**config.mk**
```make
export PLATFORM = sky130hd
export DESIGN_NAME = axi_module_pack
export DESIGN_NICKNAME = d
export VERILOG_FILES = /design/src/rtl/axi_module_pack.sv
export SDC_FILE = /design/constraint.sdc
export NUM_CORES = 1
export LEC_CHECK = 0
export CORE_MARGIN = 3
export CORE_UTILIZATION = 55
export CTS_CLUSTER_SIZE = 30
export DETAILED_ROUTE_END_ITERATION = 10
export PLACE_DENSITY_LB_ADDON = 0.1
export SYNTH_ARGS = -nofsm -noshare
export SYNTH_HDL_FRONTEND = slang
export SYNTH_SLANG_ARGS = --single-unit
```
**constraint.sdc**
```tcl
create_clock -name aclk_i -period 4.4 [get_ports aclk_i]
set_input_delay 1.32 -clock aclk_i [delete_from_list [all_inputs] [get_ports aclk_i]]
set_output_delay 1.32 -clock aclk_i [all_outputs]
set_load 0.005 [all_outputs]
```
**src/rtl/axi_module_pack.sv**
```systemverilog
// Width-up packer: gathers RATIO narrow valid/ready beats into one wide word, lowest lane first.
// A last_i beat closes the word early; keep_o marks the lanes that carry real beats.
module axi_module_pack #(
  parameter int unsigned DWIDTH = 8,
  parameter int unsigned RATIO  = 4,
  localparam int unsigned CWIDTH = $clog2(RATIO)
) (
  input  logic                       aclk_i,
  input  logic                       areset_i,
  input  logic                       valid_i,
  output logic                       ready_o,
  input  logic [DWIDTH-1:0]          data_i,
  input  logic                       last_i,
  output logic                       valid_o,
  input  logic                       ready_i,
  output logic [DWIDTH*RATIO-1:0]    data_o,
  output logic [RATIO-1:0]           keep_o,
  output logic                       last_o
);

  logic [CWIDTH-1:0]              cnt_q, cnt_d;
  logic [(RATIO-1)*DWIDTH-1:0]    acc_data_q, acc_data_d;
  logic [RATIO-2:0]               acc_keep_q, acc_keep_d;
  logic [DWIDTH*RATIO-1:0]        data_q, data_d;
  logic [RATIO-1:0]               keep_q, keep_d;
  logic                           last_q, last_d;
  logic                           valid_q, valid_d;

  logic                           accept;
  logic                           closing;
  logic [DWIDTH*RATIO-1:0]        word;
  logic [RATIO-1:0]               word_keep;

  assign ready_o = ~valid_q | ready_i;
  assign accept  = valid_i & ready_o;
  assign closing = accept & (last_i | (cnt_q == CWIDTH'(RATIO - 1)));

  // Candidate output word: filled accumulator lanes plus the current beat in lane cnt.
  always_comb begin
    word      = '0;
    word_keep = '0;
    for (int unsigned k = 0; k < RATIO - 1; k++) begin
      if (acc_keep_q[k]) begin
        word[k*DWIDTH +: DWIDTH] = acc_data_q[k*DWIDTH +: DWIDTH];
        word_keep[k]             = 1'b1;
      end
    end
    for (int unsigned k = 0; k < RATIO; k++) begin
      if (cnt_q == CWIDTH'(k)) begin
        word[k*DWIDTH +: DWIDTH] = data_i;
        word_keep[k]             = 1'b1;
      end
    end
  end

  always_comb begin
    cnt_d      = cnt_q;
    acc_data_d = acc_data_q;
    acc_keep_d = acc_keep_q;
    data_d     = data_q;
    keep_d     = keep_q;
    last_d     = last_q;
    valid_d    = valid_q & ~ready_i;
    if (closing) begin
      data_d     = word;
      keep_d     = word_keep;
      last_d     = last_i;
      valid_d    = 1'b1;
      cnt_d      = '0;
      acc_keep_d = '0;
    end else if (accept) begin
      for (int unsigned k = 0; k < RATIO - 1; k++) begin
        if (cnt_q == CWIDTH'(k)) begin
          acc_data_d[k*DWIDTH +: DWIDTH] = data_i;
          acc_keep_d[k]                  = 1'b1;
        end
      end
      cnt_d = cnt_q + 1'b1;
    end
  end

  always_ff @(posedge aclk_i) begin
    if (areset_i) begin
      cnt_q      <= '0;
      acc_data_q <= '0;
      acc_keep_q <= '0;
      data_q     <= '0;
      keep_q     <= '0;
      last_q     <= 1'b0;
      valid_q    <= 1'b0;
    end else begin
      cnt_q      <= cnt_d;
      acc_data_q <= acc_data_d;
      acc_keep_q <= acc_keep_d;
      data_q     <= data_d;
      keep_q     <= keep_d;
      last_q     <= last_d;
      valid_q    <= valid_d;
    end
  end

  assign valid_o = valid_q;
  assign data_o  = data_q;
  assign keep_o  = keep_q;
  assign last_o  = last_q;

endmodule
```
==> flow_summary.ini <==
[cells_and_area]
area_growth_pct = 24.15
drive_above_1_share_pct = 15.36
diodes = 0
utilization_pct = 73.86
layout.nets = 357

[power_and_ir_drop]
total_leakage_power_nw = 1.555
internal-power_w = 0.0009598
p_switching_w = 0.0003139
switching_share_pct = 24.64
power_frac_seq_pct = 49.5
power.share.clock_pct = 39.9
power.density_nw_per_um2 = 351.2
worst_ir_drop_vdd_uv = 324.1
pwr-share-comb_pct = 10.7

[grt]
grt_pass1_wl_um = 10740
antenna_found_initial = 0
grt_start_max_net_pins = 48
grt_pass1_vias = 2111
gr-usage-all-layers_pct = 22.48
gr-total-overflow = 0

[worst_setup_path]
crit_type = in2out
cp_cell_sequence = clkdlybuf4s50_1 > nor2b_4 > inv_1 > clkdlybuf4s50_1
cpMostUsedCell = clkdlybuf4s50_1
slowest_delay_ns = 0.45
cp_slowest_cell = clkdlybuf4s50_1
worst_ep_arrival_time_ns = 2.51
cp_max_fo = 8
crit_path_start_kind = input port
crit_path_end_kind = output pin
critical_path.top_delay_family = buffers and inverters
worst-path-buf-inv = 3
crit_required_ns = 3.08

[drt]
viasPerCell = 5.367
wirelength_um = 6548
dr.pass1.iters = 4
routedWlPerCell_um = 15.89
drcViolationCount = 0
drt_iter0_drc = 140
vias = 2211
ant_nets = 0

[synth]
synth_area_leaders = dfxtp_1, mux2i_1, mux2_2
synth-edff-count = 0
ys_ff_latch = 67
ys.flop_type = dfxtp_1
synth.distinct_cells = 27
netlist_area_um2 = 2922
yosys.area.top_type_share_pct = 45.91
async_reset_ff_share_pct = 0
ys_top_cells_by_count = nand2_1, dfxtp_1, mux2i_1
yosysWarnings = 0
synth_top_cell_by_area = dfxtp_1
yosysSeqAreaShare_pct = 45.91
synth_nets = 312
yosysMostFrequentCell = nand2_1
synthCells = 295
syn_avg_cell_area_um2 = 9.904

[placed_design]
io_buffers = 51
gp_congestion = 0.7840
dpl.hpwl_um = 4293

[min_path]
hp-class = reg2reg

[timing]
worst_pin_slew_ns = 0.9232
hold-worst-slack_ns = 0.4588
post-route-min-period_ns = 3.826
hold_viol = 0
fmax_mhz = 261.4
setup_tns_ns = 0
drv_slew = 0
period_share_pct = 86.96
finClkSkew_ns = 0.005331
rsz0062_at_grt = no
setup_viol = 0
slew-limit-headroom_pct = 38.45

[clock_network]
clock_sinks = 67
cts_setup_buffers = 0
root_buffer = clkbuf_8
clockBufferDepth = 2
holdBufCountCts = 0
htree_num_levels = 3
path_clk_slew_ns = 0.07
cts_made_buffers = 9
cts_tree = yes
ctsResizeCount = 0
clk_latency_ns = 0.35

[status]
status = finished, final reports clean

[die]
die_h_um = 78.88
rows = 25
initial_core_util_pct = 59.49
die-area_um2 = 6222
die_w_um = 78.88
io_pins = 52
placeableCoreArea_um2 = 4911

[job]
cap_violations = 0
## cell usage in the layout (no fill, tap or decap), types with 2 or more instances in the layout
cell type,n
dfxtp_1,67
inv_1,6
nor2b_1,3
nand2_1,80
mux2i_1,48
and4_1,2
o31ai_1,2
clkbuf_8,10
clkdlybuf4s50_1,51
a21oi_1,4
mux2_2,27
buf_4,4
o21ba_2,3
nand3_1,3
a22o_1,8
nand4_2,2
clkinv_2,3
o21ai_0,2
a31oi_1,3
ha_1,4
nor2_1,4
## worst register-to-register path: stages, from the launching register on
cell	delay (ns)
dfxtp_1	0.34
ha_1	0.22
nor2_1	0.38
or3_1	0.79
buf_4	0.38
mux2i_1	0.22
## cells by family after synthesis
kind of cell / count (synthesis) / share of synthesized area, %
fa+ha+maj: 4 / 1.713
buf+inv: 27 / 4.625
simple gates: 98 / 14.73
compound gates: 24 / 6.167
flops: 67 / 45.91
mux: 75 / 26.85
## per-layer routing
layer / track usage, % / vias to the layer above / share of wire [%]
met2: 33.87 / 63 / 45
li1: - / 1095 / -
met1: 30.47 / 1044 / 49
met4: 10.48 / 0 / 1.6
met3: 5.329 / 9 / 4.9
met5: 0 / - / 0
## worst paths after layout
check,to,slack [ns],depth (start not counted),startpoint
hold / removal,data_o[17],0.46,2,data_o[17]
setup / recovery,ready_o,0.57,4,ready_i
setup reg to reg,data_o[6],2.00,5,cnt_q[0]
hold reg to reg,data_o[17],0.46,2,data_o[17]
## power groups by stage
stage / logic, W / registers, W / clock network (W)
floorplan: 0.0000882 / 0.000643 / 0
global placement: 0.000133 / 0.000643 / 0
detailed placement: 0.000134 / 0.000644 / 0
CTS: 0.000136 / 0.000630 / 0.000511
global route: 0.000146 / 0.000631 / 0.000541
finish: 0.000136 / 0.000630 / 0.000508
## stage by stage
stage          instances  instance area (um^2)  setup WS, ns  power (W)
2_1_floorplan        295                  2922         1.337  0.0007309
3_3_place_gp         396                  3433        0.5993  0.0007756
3_5_place_dp         396                  3433        0.5664  0.0007778
4_1_cts              412                  3627        0.5698   0.001277
5_1_grt              412                  3627        0.5112   0.001318
6_report             412                  3627        0.5739   0.001274
## state kept, by name, summed over array words and instances (netlist names)
signal,count
acc_data_q,24
acc_keep_q,3
cnt_q,2
data_o,32
keep_o,4
last_o,1
valid_o,1
## area by class of cell
class | count | area (um^2)
well taps | 67 | 83.83
clock inverters | 5 | 52.55
repair buffers | 55 | 540.5
clock buffers | 11 | 141.4
inverters | 6 | 22.52
flip-flops and latches | 67 | 1341
fillers | 365 | 1284
multi-input cells | 201 | 1445
Power figures use the tool's default switching activity.
